### src/rtl/codel_drop_ctrl_pkg.sv
// Shared types, widths and the inverse-sqrt table generator for the CoDel control-law engine.
// Optional feature macro (used by the interface and top): CODEL_DROP_STATS_EN.
package codel_drop_ctrl_pkg;

  localparam int unsigned TIME_W        = 32;
  localparam int unsigned CNT_W         = 16;
  localparam int unsigned LUT_DEPTH     = 64;
  localparam int unsigned INV_SQRT_FRAC = 16;
  localparam int unsigned CALC_CYCLES   = 16;
  localparam int unsigned STEP_W        = $clog2(CALC_CYCLES);
  localparam int unsigned PROD_W        = TIME_W + INV_SQRT_FRAC;
  localparam int unsigned STATS_W       = 32;

  typedef logic [TIME_W-1:0]        time_ctr_t;
  typedef logic [CNT_W-1:0]         drop_count_t;
  typedef logic [INV_SQRT_FRAC-1:0] inv_sqrt_t;
  typedef logic [1:0]               state_t;

  localparam state_t ST_IDLE     = 2'd0;
  localparam state_t ST_DROPPING = 2'd1;
  localparam state_t ST_CALC     = 2'd2;

  // round(65536/sqrt(n)) = largest k with (2k-1)^2 * n <= 2^34; clamped to 16 bits (n=1 -> 65535)
  function automatic inv_sqrt_t inv_sqrt_entry(input int unsigned n);
    longint unsigned k;
    longint unsigned trial;
    longint unsigned odd;
    if (n == 0) return '1;
    k = 64'd0;
    for (int b = INV_SQRT_FRAC; b >= 0; b--) begin
      trial = k | (64'd1 << b);
      odd   = (trial << 1) - 64'd1;
      if ((odd * odd * 64'(n)) <= (64'd1 << 34)) k = trial;
    end
    if (k > 64'hFFFF) return '1;
    return INV_SQRT_FRAC'(k);
  endfunction

endpackage

### src/rtl/codel_drop_ctrl_if.sv
// Dequeue-stage <-> control-law engine handshake and status bundle.
// Optional feature macro: CODEL_DROP_STATS_EN adds o__drop_total.
interface codel_drop_ctrl_if;
  import codel_drop_ctrl_pkg::*;

  logic        i__deq_valid;
  logic        o__ready;
  logic        i__okay_to_drop;
  time_ctr_t   i__time_counter;
  time_ctr_t   i__interval;
  logic        o__drop;
  logic        o__dropping;
  drop_count_t o__count;
  time_ctr_t   o__drop_next;
`ifdef CODEL_DROP_STATS_EN
  logic [STATS_W-1:0] o__drop_total;
`endif

`ifdef CODEL_DROP_STATS_EN
  modport master (
    output i__deq_valid, i__okay_to_drop, i__time_counter, i__interval,
    input  o__ready, o__drop, o__dropping, o__count, o__drop_next, o__drop_total
  );
  modport slave (
    input  i__deq_valid, i__okay_to_drop, i__time_counter, i__interval,
    output o__ready, o__drop, o__dropping, o__count, o__drop_next, o__drop_total
  );
`else
  modport master (
    output i__deq_valid, i__okay_to_drop, i__time_counter, i__interval,
    input  o__ready, o__drop, o__dropping, o__count, o__drop_next
  );
  modport slave (
    input  i__deq_valid, i__okay_to_drop, i__time_counter, i__interval,
    output o__ready, o__drop, o__dropping, o__count, o__drop_next
  );
`endif

endinterface

### src/rtl/codel_drop_ctrl_inv_sqrt.sv
// Combinational 1/sqrt(count) lookup in Q0.16; counts beyond the table use the last entry.
module codel_drop_ctrl_inv_sqrt
  import codel_drop_ctrl_pkg::*;
#(
  parameter int unsigned DEPTH = LUT_DEPTH
) (
  input  drop_count_t count,
  output inv_sqrt_t   inv
);

  localparam int unsigned IDX_W = $clog2(DEPTH + 1);

  inv_sqrt_t        table_c [DEPTH+1];
  logic [IDX_W-1:0] idx;

  // Table contents are elaboration-time constants
  for (genvar g = 0; g <= DEPTH; g++) begin : g_tab
    localparam inv_sqrt_t ENTRY = inv_sqrt_entry(g);
    assign table_c[g] = ENTRY;
  end

  // Clamp the index to the last entry, then look up
  always_comb begin
    idx = (count > drop_count_t'(DEPTH)) ? IDX_W'(DEPTH) : IDX_W'(count);
    inv = table_c[idx];
  end

endmodule

### src/rtl/codel_drop_ctrl.sv
// CoDel dequeue control-law engine: dropping state, drop count and next drop time,
// with drop_next = base + interval/sqrt(count) from a 16-cycle serial shift-add multiply.
// Optional feature macro: CODEL_DROP_STATS_EN adds a saturating o__drop_total counter.
module codel_drop_ctrl
  import codel_drop_ctrl_pkg::*;
(
  input logic              clk,
  input logic              reset,
  codel_drop_ctrl_if.slave bus
);

  state_t              state_q, state_d;
  logic                ready_q, ready_d;
  logic                dropping_q, dropping_d;
  drop_count_t         count_q, count_d;
  time_ctr_t           drop_next_q, drop_next_d;
  time_ctr_t           base_q, base_d;
  logic [PROD_W-1:0]   mcand_q, mcand_d;
  logic [PROD_W-1:0]   acc_q, acc_d;
  logic [PROD_W-1:0]   acc_sum;
  logic [STEP_W-1:0]   step_q, step_d;
  logic                drop_c;
  logic                start_calc;
  logic                accept;
  inv_sqrt_t           inv_c;
  time_ctr_t           gap;
  logic [TIME_W+3:0]   gap_ext;
  logic [TIME_W+3:0]   thresh;

  // Multiplier bits come from the already-updated count held during CALC
  codel_drop_ctrl_inv_sqrt #(.DEPTH(LUT_DEPTH)) u_inv_sqrt (
    .count (count_q),
    .inv   (inv_c)
  );

  assign accept  = bus.i__deq_valid & ready_q;
  assign gap     = bus.i__time_counter - drop_next_q;
  assign gap_ext = (TIME_W + 4)'(gap);
  assign thresh  = {bus.i__interval, 4'b0000};

  // Next-state, datapath updates and the combinational drop decision
  always_comb begin
    state_d     = state_q;
    dropping_d  = dropping_q;
    count_d     = count_q;
    drop_next_d = drop_next_q;
    base_d      = base_q;
    mcand_d     = mcand_q;
    acc_d       = acc_q;
    step_d      = step_q;
    drop_c      = 1'b0;
    start_calc  = 1'b0;
    acc_sum     = acc_q + (inv_c[step_q] ? mcand_q : '0);

    case (state_q)
      ST_IDLE: begin
        if (accept && bus.i__okay_to_drop) begin
          drop_c     = 1'b1;
          dropping_d = 1'b1;
          // Re-entering soon after the last episode resumes near the old rate
          if ((gap_ext < thresh) && (count_q > drop_count_t'(2))) begin
            count_d = count_q - drop_count_t'(2);
          end else begin
            count_d = drop_count_t'(1);
          end
          base_d     = bus.i__time_counter;
          start_calc = 1'b1;
          state_d    = ST_CALC;
        end
      end
      ST_DROPPING: begin
        if (accept) begin
          if (!bus.i__okay_to_drop) begin
            dropping_d = 1'b0;
            state_d    = ST_IDLE;
          end else if (bus.i__time_counter >= drop_next_q) begin
            drop_c     = 1'b1;
            count_d    = (count_q == '1) ? count_q : count_q + drop_count_t'(1);
            base_d     = drop_next_q;
            start_calc = 1'b1;
            state_d    = ST_CALC;
          end
        end
      end
      ST_CALC: begin
        acc_d   = acc_sum;
        mcand_d = mcand_q << 1;
        step_d  = step_q + STEP_W'(1);
        if (step_q == STEP_W'(CALC_CYCLES - 1)) begin
          drop_next_d = base_q + TIME_W'(acc_sum >> INV_SQRT_FRAC);
          state_d     = ST_DROPPING;
        end
      end
      default: begin
        state_d = ST_IDLE;
      end
    endcase

    if (start_calc) begin
      acc_d   = '0;
      mcand_d = PROD_W'(bus.i__interval);
      step_d  = '0;
    end

    ready_d = (state_d != ST_CALC);
  end

  // State and datapath registers
  always_ff @(posedge clk or negedge reset) begin
    if (!reset) begin
      state_q     <= ST_IDLE;
      ready_q     <= 1'b1;
      dropping_q  <= 1'b0;
      count_q     <= '0;
      drop_next_q <= '0;
      base_q      <= '0;
      mcand_q     <= '0;
      acc_q       <= '0;
      step_q      <= '0;
    end else begin
      state_q     <= state_d;
      ready_q     <= ready_d;
      dropping_q  <= dropping_d;
      count_q     <= count_d;
      drop_next_q <= drop_next_d;
      base_q      <= base_d;
      mcand_q     <= mcand_d;
      acc_q       <= acc_d;
      step_q      <= step_d;
    end
  end

  assign bus.o__ready     = ready_q;
  assign bus.o__drop      = drop_c;
  assign bus.o__dropping  = dropping_q;
  assign bus.o__count     = count_q;
  assign bus.o__drop_next = drop_next_q;

`ifdef CODEL_DROP_STATS_EN
  logic [STATS_W-1:0] drop_total_q;

  // Saturating count of dropped packets
  always_ff @(posedge clk or negedge reset) begin
    if (!reset) begin
      drop_total_q <= '0;
    end else if (drop_c && (drop_total_q != '1)) begin
      drop_total_q <= drop_total_q + STATS_W'(1);
    end
  end

  assign bus.o__drop_total = drop_total_q;
`endif

endmodule

### src/flat_wrapper.sv
// flat-port wrapper written by rule: the top's interface ports become plain ports
module codel_drop_ctrl_flat import codel_drop_ctrl_pkg::*;
  (clk, reset, bus_i__deq_valid, bus_i__okay_to_drop, bus_i__time_counter, bus_i__interval, bus_o__ready, bus_o__drop, bus_o__dropping, bus_o__count, bus_o__drop_next);
  codel_drop_ctrl_if bus_i ();
  input logic clk;
  input logic reset;
  input wire logic [$bits(bus_i.i__deq_valid)-1:0] bus_i__deq_valid;
  input wire logic [$bits(bus_i.i__okay_to_drop)-1:0] bus_i__okay_to_drop;
  input wire logic [$bits(bus_i.i__time_counter)-1:0] bus_i__time_counter;
  input wire logic [$bits(bus_i.i__interval)-1:0] bus_i__interval;
  output wire logic [$bits(bus_i.o__ready)-1:0] bus_o__ready;
  output wire logic [$bits(bus_i.o__drop)-1:0] bus_o__drop;
  output wire logic [$bits(bus_i.o__dropping)-1:0] bus_o__dropping;
  output wire logic [$bits(bus_i.o__count)-1:0] bus_o__count;
  output wire logic [$bits(bus_i.o__drop_next)-1:0] bus_o__drop_next;
  assign bus_i.i__deq_valid = bus_i__deq_valid;
  assign bus_i.i__okay_to_drop = bus_i__okay_to_drop;
  assign bus_i.i__time_counter = bus_i__time_counter;
  assign bus_i.i__interval = bus_i__interval;
  assign bus_o__ready = bus_i.o__ready;
  assign bus_o__drop = bus_i.o__drop;
  assign bus_o__dropping = bus_i.o__dropping;
  assign bus_o__count = bus_i.o__count;
  assign bus_o__drop_next = bus_i.o__drop_next;
  codel_drop_ctrl u_core (.clk(clk), .reset(reset), .bus(bus_i));
endmodule
### config.mk
export PLATFORM = sky130hd
export DESIGN_NAME = codel_drop_ctrl_flat
export DESIGN_NICKNAME = d
export VERILOG_FILES = /design/src/rtl/codel_drop_ctrl_pkg.sv /design/src/rtl/codel_drop_ctrl_if.sv /design/src/rtl/codel_drop_ctrl_inv_sqrt.sv /design/src/rtl/codel_drop_ctrl.sv /design/src/flat_wrapper.sv
export SDC_FILE = /design/constraint.sdc
export NUM_CORES = 1
export LEC_CHECK = 0
export CORE_MARGIN = 2
export CORE_UTILIZATION = 40
export DETAILED_ROUTE_END_ITERATION = 10
export PLACE_DENSITY = 0.68
export SLEW_MARGIN = 5
export SYNTH_ARGS = -nofsm -noshare
export SYNTH_HDL_FRONTEND = slang
export SYNTH_SLANG_ARGS = --single-unit
### constraint.sdc
create_clock -name clk -period 25.9 [get_ports clk]
set_input_delay 5.18 -clock clk [delete_from_list [all_inputs] [get_ports clk]]
set_output_delay 5.18 -clock clk [all_outputs]
set_load 0.1 [all_outputs]
---- Word level (Yosys, flattened, before mapping) ----
Memories as Yosys holds them, arrays and structs flattened.
Cells that the tools add are included.
cells by class
  reduce and logical (&&, ||, !) cells .... 9
  $add $sub $neg .......................... 6
  muxes and demuxes ....................... 39
  eq/ne operators ......................... 11
  bitwise operators ....................... 2
  $lt $le $gt $ge ......................... 6
operator list
  cell                     number
  $mux W48                 5
  $mux W16                 8
  $mux W32                 4
  $pmux W32 S2             1
  $add A48 B48 Y48         1
  $lt A32 B36 Y1           1
  $add A32 B32 Y32         1
  $ge A32 B32 Y1           1
  $pmux W16 S2             1
  $sub A32 B32 Y32         1
  $add A16 B1 Y16 const B  1
  $eq A16 B16 Y1 const B   1
  $gt A16 B2 Y1 const B    1
  $gt A16 B7 Y1 const B    1
  $sub A16 B2 Y16 const B  1
  $mux W2                  5
  $ge A8 B8 Y1 const B     1
  $mux W1                  8
  $mux W4                  2
  $ne A2 B2 Y1 const B     4
  $not A7 Y8               1
  $mux W7                  1
  $ne A2 B1 Y1 const B     3
  $pmux W2 S3              1
  15 further kinds         18
word-level totals
  bits in read-only memories .............. 2,048
  memories kept ........................... 1
  output and inout port bits .............. 51
  input bits .............................. 68
  register bits ........................... 184
memories
  name             words  width  read ports  clocked after memory_dff  write ports  line                            source
  (no name shown)  128    16     1           0                         0            codel_drop_ctrl_inv_sqrt.sv:25  inv = table_c[idx];

---- Logic depth before layout (Yosys ltp) ----
Gate-level depths: netlist (run 1).
  depth after elaboration ................. 12
  mapped depth ............................ 48
  mapped depth without buffers ............ 44

---- Hierarchy ----
A second synthesis (run 1) with hierarchy kept.
second synthesis, totals
  cell total of the unflattened synthesis .. 2,030
  area, all modules ....................... 16,390.7 µm²
by module, submodules not included
  module                    area each (µm²)  sequential area each (µm²)  instances  cells each
  codel_drop_ctrl           14,576.5         4,605.7                     1          1,737
  codel_drop_ctrl_inv_sqrt  1,814.2          0.0                         1          293

---- Worst setup path after synthesis (run 1) ----
No wires, ideal clock.
  kind .................................... in2out
  from .................................... input bus_i__time_counter[9]
  to ...................................... output bus_o__drop
  setup slack ............................. 11.914 ns
  data arrival time ....................... 8.806 ns
  required time ........................... 20.720 ns
  stages on the path ...................... 12
  cell sequence ........................... ha_1 -> and4_1 -> and2_1 -> nand2_1 -> or4_1 -> a31o_2 -> a211oi_1 -> a211oi_1 -> a21boi_0 -> clkbuf_1 -> clkbuf_1 -> clkbuf_1
between the ends
  longest elaborated chain between the ends .. 5
ends and longest elaborated chain
  item                line                   source
  start: declaration  flat_wrapper.sv:9      input wire logic [$bits(bus_i.i__time_counter)-1:0] bus_i__time_counter;
  $ge A32 B32 Y1      codel_drop_ctrl.sv:76  end else if (bus.i__time_counter >= drop_next_q) begin
  $mux W1             codel_drop_ctrl.sv:76
  $mux W1             codel_drop_ctrl.sv:73  if (!bus.i__okay_to_drop) begin
  $mux W1             codel_drop_ctrl.sv:72  if (accept) begin
  $pmux W1 S2         codel_drop_ctrl.sv:55  case (state_q)
  end: declaration    flat_wrapper.sv:12     output wire logic [$bits(bus_i.o__drop)-1:0] bus_o__drop;
Every way passes these cells.

---- Final worst setup path (run 1) ----
  from .................................... input bus_i__time_counter[17]
  to ...................................... output bus_o__drop
Same word-level chain as after synthesis.

==> results of run 1 <==
## worst min-delay path, stage by stage (launching register included)
cell,delay (ps)
dfrtp_1,350
nand2_1,50
o31ai_1,50
## sequential cells by signal, indices dropped and copies added, names as in the netlist
register and cells:
u_core.bus.o__drop_next 32, u_core.state_q 2, u_core.bus.o__dropping 1, u_core.step_q 4
u_core.bus.o__ready 1, u_core.bus.o__count 16, u_core.mcand_q 48, u_core.acc_q 48
u_core.base_q 32
## cells in the mapped netlist (10+ instances only)
cell,instances
nand4_1,24
o21ai_0,151
xnor2_1,57
nand2_1,327
a22oi_1,33
o22ai_1,21
a21o_1,79
xor2_1,40
o31ai_1,11
ha_1,158
nor3_1,38
a21oi_1,137
o21bai_1,14
clkbuf_8,10
a31oi_1,51
or3_1,10
nand3_1,29
dfrtp_1,183
inv_1,92
o21a_1,16
o211ai_1,13
clkbuf_1,81
a22o_1,16
nor2_1,120
nand2b_1,23
and3_1,17
a211oi_1,25
nor2b_1,66
## per-layer routing
layer | vias up | GRT usage, % | routed length, um
met4 | 0 | 9.147 | 1588
met2 | 605 | 37.46 | 22470
li1 | 7328 | - | -
met5 | - | 0 | 0
met1 | 7304 | 32.89 | 22020
met3 | 87 | 2.832 | 3237
## through the flow
step	util [%]	instance area (um^2)	worst slack (ps)	hold WS, ps	cells
finish	45.72	18210	11110	492.1	2602
global placement	44.27	17630	11150	469.9	2570
floorplan	-	16140	11910	452.9	2014
global route	45.72	18210	11030	521.4	2602
detailed placement	44.27	17630	11140	477.3	2570
CTS	45.72	18210	11130	495.9	2602
## cell usage in the layout, fill, tap and decap left out, types with 6 or more instances in the layout
master / count
a2111oi_0: 9
a211oi_1: 25
a21o_1: 79
a21oi_1: 137
a221oi_1: 9
a22o_1: 16
a22oi_1: 33
a31oi_1: 51
and3_1: 17
and4_1: 6
buf_4: 18
clkbuf_16: 17
clkdlybuf4s50_1: 117
dfrtp_1: 183
ha_1: 158
inv_1: 92
mux2i_1: 7
nand2_1: 326
nand2b_1: 22
nand3_1: 29
nand4_1: 24
nor2_1: 118
nor2b_1: 65
nor3_1: 38
o211ai_1: 13
o21a_1: 16
o21ai_0: 150
o21ai_1: 7
o21bai_1: 14
o22ai_1: 21
o31ai_1: 11
or3_1: 10
or4_1: 7
xnor2_1: 57
xor2_1: 40
## cell families (layout without fill, tap and decap cells)
logic type	count (synthesis)	in the layout	synth area share, %
AOI/OAI and AO/OA	650	650	26.16
muxes	12	12	0.7829
xor gates and xnor gates	99	99	5.504
and+or+nand+nor	706	706	20.76
DFF	184	184	28.53
adders and majority gates	161	161	12.56
buffers and inverters	202	265	5.698
## final cells by class
class,instances,area (um^2),share of cell area (%)
Timing Repair Buffer,137,1340,7.360
Tap cell,525,656.9,3.608
Clock inverter,13,136.4,0.7490
Multi-Input combinational cell,1628,10670,58.58
Inverter,96,360.3,1.979
Clock buffer,19,442.9,2.433
Sequential cell,184,4606,25.30
## path summary, 6_finish.rpt
kind                                          endpoint  slack, ps               startpoint  cells past startpoint
max                                        bus_o__drop      11110  bus_i__time_counter[17]                     12
min                                    u_core.acc_q[3]        490          u_core.acc_q[3]                      2
max reg2reg                u_core.bus.o__drop_next[30]      14620   u_core.bus.o__count[8]                     42
min reg2reg                            u_core.acc_q[3]        490          u_core.acc_q[3]                      2
max in group asynchronous              u_core.acc_q[3]      19890                    reset                      2
min in group asynchronous  u_core.bus.o__drop_next[19]       4660                    reset                      1
==> results.cfg, run 1 <==
[synth]
netlist_instances = 2014
synth_ff_type = dfrtp_1
syn_area_per_cell_um2 = 8.014
synth_edf_count = 0
yosysSeqAreaShare_pct = 28.53
ys_seq_elements = 184
synth_cell_types = 99
synth-async-reset-ratio_pct = 100.0
synth_top_area_cell = dfrtp_1
syn-num-nets = 2242
syn_area_um2 = 16140
synth_warnings = 0
ys_top_cells_by_area = dfrtp_1 (28%), ha_1 (12%), nand2_1 (7.6%), o21ai_0 (4.7%), a21oi_1 (4.2%)
yosysTopAreaCellShare_pct = 28.37

[layout]
fillers = 3957
antennaDiodeCount = 0
fin_nets = 2292
drive_gt1_share_pct = 4.815
syn2layout_area_growth_pct = 12.81

[timing]
maxSlewHeadroom_pct = 25.66
rsz0062_at_grt = no
final_max_slew_viol_count = 0
skew_ps = 14.73
finalCriticalPeriod_ps = 14790
tns_ps = 0
setup_viol = 0
hold_viol = 0
fin_crit_sh_pct = 57.09
worstMarginPinSlew_ps = 1107
fmax_ghz = 0.06763

[outcome]
status = finished clean

[detailed_routing]
drtIter0Drc = 1348
first_pass_iters = 6
vias = 15320
drt_wl_total_mm = 49.31
drc_errors = 0
wl_per_cell_um = 18.95
viasPerCell = 5.889
drtAntennaViolNets = 0

[setup_path]
cp_common_cell = a21o_1
critPathLaunchType = input pin
worstPathMaxFanout = 5
crit_required_ps = 20720
cp-end-kind = output port
path_cells = clkdlybuf4s50_1 -> ha_1 -> a21o_1 -> a21o_1 -> a21o_1 -> a21o_1 -> a21o_1 -> a221oi_1 -> a211oi_1 -> a211oi_1 -> a21boi_4 -> clkdlybuf4s50_1
cpPeakStageDelay_ps = 1010
crit_arrival_ps = 9610
crit_type = input pin to output port
cp_top_family = compound AO/OA/AOI/OAI gates
crit_buf_inv = 2
cp_slowest_cell = clkdlybuf4s50_1

[flow_run]
maxCapViolCount = 0

[floorplan]
die_x_um = 204.9
core_um2 = 39820
fp-row-count = 73
ioPinCount = 119
die_h_um = 204.9
start_util_pct = 40.53
fp.dieArea_um2 = 41970

[grt]
grt_pass1_vias = 14640
grt_pass1_wl_mm = 79.52
antenna_found_initial = 0
grt_max_degree = 156
grt.total_usage_pct = 23.65
grt_overflow = 0

[clock_network]
cts_buffers = 17
postCtsSetupBuffers = 0
cts_root_buf = clkbuf_16
ctsResizeCount = 0
htree_levels = 4
cts_tree = yes
holdBufCountCts = 0
cts_buffer_depth = 2
path_clk_slew_ps = 70
cts_sinks = 184
clock_latency_ps = 460

[worst_hold_path]
hp-class = flop to flop

[placement]
portBuffers = 118
gp_congestion = 0.9384
dpl.hpwl_mm = 35.84
Power of run 1 is not shown: default switching activity piles up to over one toggle a cycle in this logic, so the estimate is an artifact.
==> run 2: changes to the inputs <==
PLACE_DENSITY = 0.7   (was 0.68)
clock period = 12.75 ns   (was 25.9 ns; I/O delays follow)
==> results.cfg, run 2 (synthesis results as in run 1) <==
[placement]
placed_area_um2 = 17630
dpl.hpwl_mm = 37.34
dp_cells = 2572
post-place-ws_ps = 1838
portBuffers = 118
gp_congestion = 0.9371

[layout]
syn2layout_area_growth_pct = 12.98
fillers = 3961
largestRegisters = u_core.acc_q: 48 flops, u_core.mcand_q: 48 flops
stdcell_area_um2 = 18240
fin_nets = 2294
final_cells = 2604
layout_common_cells = nand2_1 (326), dfrtp_1 (183), ha_1 (158)
drive_gt1_share_pct = 4.954
antennaDiodeCount = 0
layout.cells.most_common = nand2_1

[flow_run]
maxCapViolCount = 0

[detailed_routing]
wl_per_cell_um = 19.68
first_pass_iters = 5
drc_errors = 0
viasPerCell = 5.931
drt_wl_total_mm = 51.25
vias = 15440
drtAntennaViolNets = 0
drtIter0Drc = 1061

[timing]
worst_slack_ps = 1548
tns_ps = 0
skew_ps = 16.91
fin_crit_sh_pct = 87.86
hold_viol = 0
maxSlewHeadroom_pct = 20.46
fmax_ghz = 0.08927
setup_viol = 0
rsz0062_at_grt = no
final_max_slew_viol_count = 0
worstMarginPinSlew_ps = 1190
finalCriticalPeriod_ps = 11200

[setup_path]
crit_required_ps = 13060
rr_startpoint = u_core.bus.o__count[0]
crit_type = flop to flop
critPathLaunchType = flop
reg2reg_slack_ps = 1550
timing.rr.end = u_core.bus.o__drop_next[30]
rr_worst_depth = 42
worstPathMaxFanout = 21
cpPeakStageDelay_ps = 850
cp_slowest_cell = dfrtp_1
crit_arrival_ps = 11510
cp-end-kind = flop

[clock_network]
cts_root_buf = clkbuf_16
ctsResizeCount = 0
cts_tree = yes
path_clk_slew_ps = 70
postCtsSetupBuffers = 0
holdBufCountCts = 0
cts_sinks = 184
htree_levels = 4
clock_latency_ps = 460
cts_buffers = 17
cts_buffer_depth = 2

[grt]
grt_overflow = 0
grt_pass1_vias = 14940
grt.total_usage_pct = 24.48
antenna_found_initial = 0
grt_pass1_wl_mm = 81.92
grt_max_degree = 109

[worst_hold_path]
whs_path_depth = 2
hp-start = u_core.mcand_q[29]
hp-class = flop to flop
whs_endpoint = u_core.mcand_q[29]

[floorplan]
die_h_um = 204.9
ioPinCount = 119
die_x_um = 204.9
fp.dieArea_um2 = 41970
start_util_pct = 40.53
fp-row-count = 73
core_um2 = 39820

[outcome]
status = finished clean
run 2: worst max path at each step:
stage | startpoint | to | slack (ps) | depth (start not counted)
global route | u_core.bus.o__count[0] | u_core.bus.o__drop_next[30] | 860 | 42
finish | u_core.bus.o__count[0] | u_core.bus.o__drop_next[30] | 1550 | 42
floorplan | u_core.bus.o__count[12] | u_core.bus.o__drop_next[30] | 3140 | 46
CTS | u_core.bus.o__count[0] | u_core.bus.o__drop_next[30] | 1750 | 42
global placement | u_core.bus.o__count[0] | u_core.bus.o__drop_next[30] | 2050 | 42
detailed placement | u_core.bus.o__count[0] | u_core.bus.o__drop_next[30] | 1840 | 42
run 2: critical path: cells and delay by family, from the launching register on:
family | cells | cell delay [ps]
DFF | 1 | 850
muxes | 1 | 90
adders and majority gates | 6 | 1960
and+or+nand+nor | 10 | 1740
buffers and inverters | 2 | 570
xor gates and xnor gates | 2 | 300
AOI/OAI and AO/OA | 21 | 5490
run 2: per-layer routing:
metal  up-vias  routed length (um)  global-route usage, %
li1       7347                   -                      -
met1      7483               23590                  33.70
met2       531               23720                  39.62
met3        83                2534                  3.150
met4         0                1408                  8.248
met5         -                   0                      0
run 2: through the flow:
step | utilization [%] | hold slack, ps
6_report | 45.79 | 492.7
5_1_grt | 45.79 | 521.5
4_1_cts | 45.79 | 492.8
3_5_place_dp | 44.27 | 475.2
3_3_place_gp | 44.27 | 474.6
2_1_floorplan | - | 452.9
run 2: final cells by class:
cell class | count | area [um^2] | area share [%]
multi-input combinational | 1628 | 10670 | 58.48
sequential | 184 | 4606 | 25.26
timing repair buffer | 139 | 1343 | 7.362
tap | 525 | 656.9 | 3.602
clock buffer | 17 | 425.4 | 2.333
inverter | 96 | 360.3 | 1.976
clock inverter | 15 | 180.2 | 0.9880
Power of run 2 is left out for the same reason.
==> run 3: changes to the inputs <==
GPL_ROUTABILITY_DRIVEN = 0   (was not set)
PLACE_DENSITY = 0.72   (was 0.7)
==> results.cfg, run 3 (synthesis results as in run 1) <==
[outcome]
status = finished clean

[clock_network]
cts_sinks = 184
postCtsSetupBuffers = 0
cts_buffers = 17
cts_root_buf = clkbuf_16
ctsResizeCount = 0
path_clk_slew_ps = 80
cts_tree = yes
clock_latency_ps = 450
holdBufCountCts = 0
cts_buffer_depth = 2
htree_levels = 4

[timing]
tns_ps = 0
skew_ps = 16.99
setup_viol = 0
maxSlewHeadroom_pct = 17.24
hold_viol = 0
timing.hold.ws_ps = 495.9
fmax_ghz = 0.08992
finalCriticalPeriod_ps = 11120
rsz0062_at_grt = no
final_max_slew_viol_count = 0
fin_crit_sh_pct = 87.23
worstMarginPinSlew_ps = 1239

[detailed_routing]
drt_wl_total_mm = 48.97
viasPerCell = 6.010
drtIter0Drc = 1638
vias = 15610
drc_errors = 0
drtAntennaViolNets = 0
first_pass_iters = 7
wl_per_cell_um = 18.85

[layout]
layout_common_cells = nand2_1 (326), dfrtp_1 (183), ha_1 (158)
drive_gt1_share_pct = 4.631
largestRegisters = u_core.acc_q: 48 flops, u_core.mcand_q: 48 flops
utilization_pct = 45.73
layout.cells.most_common = nand2_1
syn2layout_area_growth_pct = 12.82
antennaDiodeCount = 0
fin_nets = 2288

[flow_run]
maxCapViolCount = 0

[setup_path]
timing.rr.end = u_core.bus.o__drop_next[30]
cp.depth = 43
endpoint = u_core.bus.o__drop_next[30]
critPathLaunchType = flop
rr_worst_depth = 43
crit_required_ps = 13060
startpoint = u_core.bus.o__count[0]
cp_slowest_cell = dfrtp_1
worstPathMaxFanout = 48
rr_startpoint = u_core.bus.o__count[0]
cp_top_family = compound AO/OA/AOI/OAI gates
crit_arrival_ps = 11430
cp-end-kind = flop
reg2reg_slack_ps = 1630
crit_buf_inv = 3
crit_type = flop to flop
cpPeakStageDelay_ps = 840

[floorplan]
ioPinCount = 119
core_um2 = 39820
fp-row-count = 73
die_x_um = 204.9
start_util_pct = 40.53
fp.dieArea_um2 = 41970
die_h_um = 204.9

[grt]
grt.total_usage_pct = 23.37
grt_max_degree = 155
antenna_found_initial = 0
grt_overflow = 0
grt_pass1_wl_mm = 78.81
grt_pass1_vias = 14850

[placement]
portBuffers = 118
dpl.hpwl_mm = 35.09

[worst_hold_path]
hp-class = flop to flop
==> run 3: cell count changes in the layout (fill, tap and decap cells not counted), sizes merged <==
| cell | before | now |
|---|---|---|
| clkinv | 5 | 8 |
| inv | 102 | 98 |
| clkbuf | 18 | 19 |
| buf | 21 | 15 |
==> run 3: layout make-up <==
class | count | area, um^2
Clock inverter | 14 | 182.7
Sequential cell | 184 | 4606
Fill cell | 3913 | 21610
Tap cell | 525 | 656.9
Clock buffer | 18 | 429.2
Inverter | 96 | 360.3
Timing Repair Buffer | 133 | 1310
Multi-Input combinational cell | 1628 | 10670
==> run 3: how the worst min path moves through the flow <==
stage | depth (start not counted) | slack, ps | start | end
finish | 2 | 500 | u_core.mcand_q[23] | u_core.mcand_q[23]
global route | 2 | 510 | u_core.mcand_q[11] | u_core.mcand_q[11]
CTS | 2 | 500 | u_core.mcand_q[23] | u_core.mcand_q[23]
detailed placement | 2 | 480 | u_core.mcand_q[23] | u_core.mcand_q[23]
global placement | 2 | 470 | u_core.mcand_q[38] | u_core.mcand_q[39]
floorplan | 2 | 450 | u_core.mcand_q[31] | u_core.mcand_q[31]
==> run 3: stage by stage <==
stage          instance area [um^2]  worst slack [ps]  cells
2_1_floorplan                 16140              3140   2014
6_report                      18210              1628   2598
4_1_cts                       18210              1862   2598
3_3_place_gp                  17600              2277   2566
3_5_place_dp                  17600              1937   2566
5_1_grt                       18210              1034   2598
==> run 3: per-layer routing <==
metal | global-route usage (%) | up-vias | share of wire (%)
li1 | - | 7327 | -
met1 | 31.93 | 7450 | 44
met2 | 36.82 | 702 | 45
met3 | 4.423 | 135 | 7.9
met4 | 8.273 | 0 | 3.2
met5 | 0 | - | 0
==> run 3: worst register-to-register path: cells and delay by family (launching register included) <==
kind,cells,cell delay [ps]
muxes,1,80
DFF,1,840
AOI/OAI and AO/OA,21,5060
xor gates and xnor gates,2,300
adders and majority gates,6,1930
and+or+nand+nor,10,1760
buffers and inverters,3,1010
Power of run 3 is left out for the same reason.
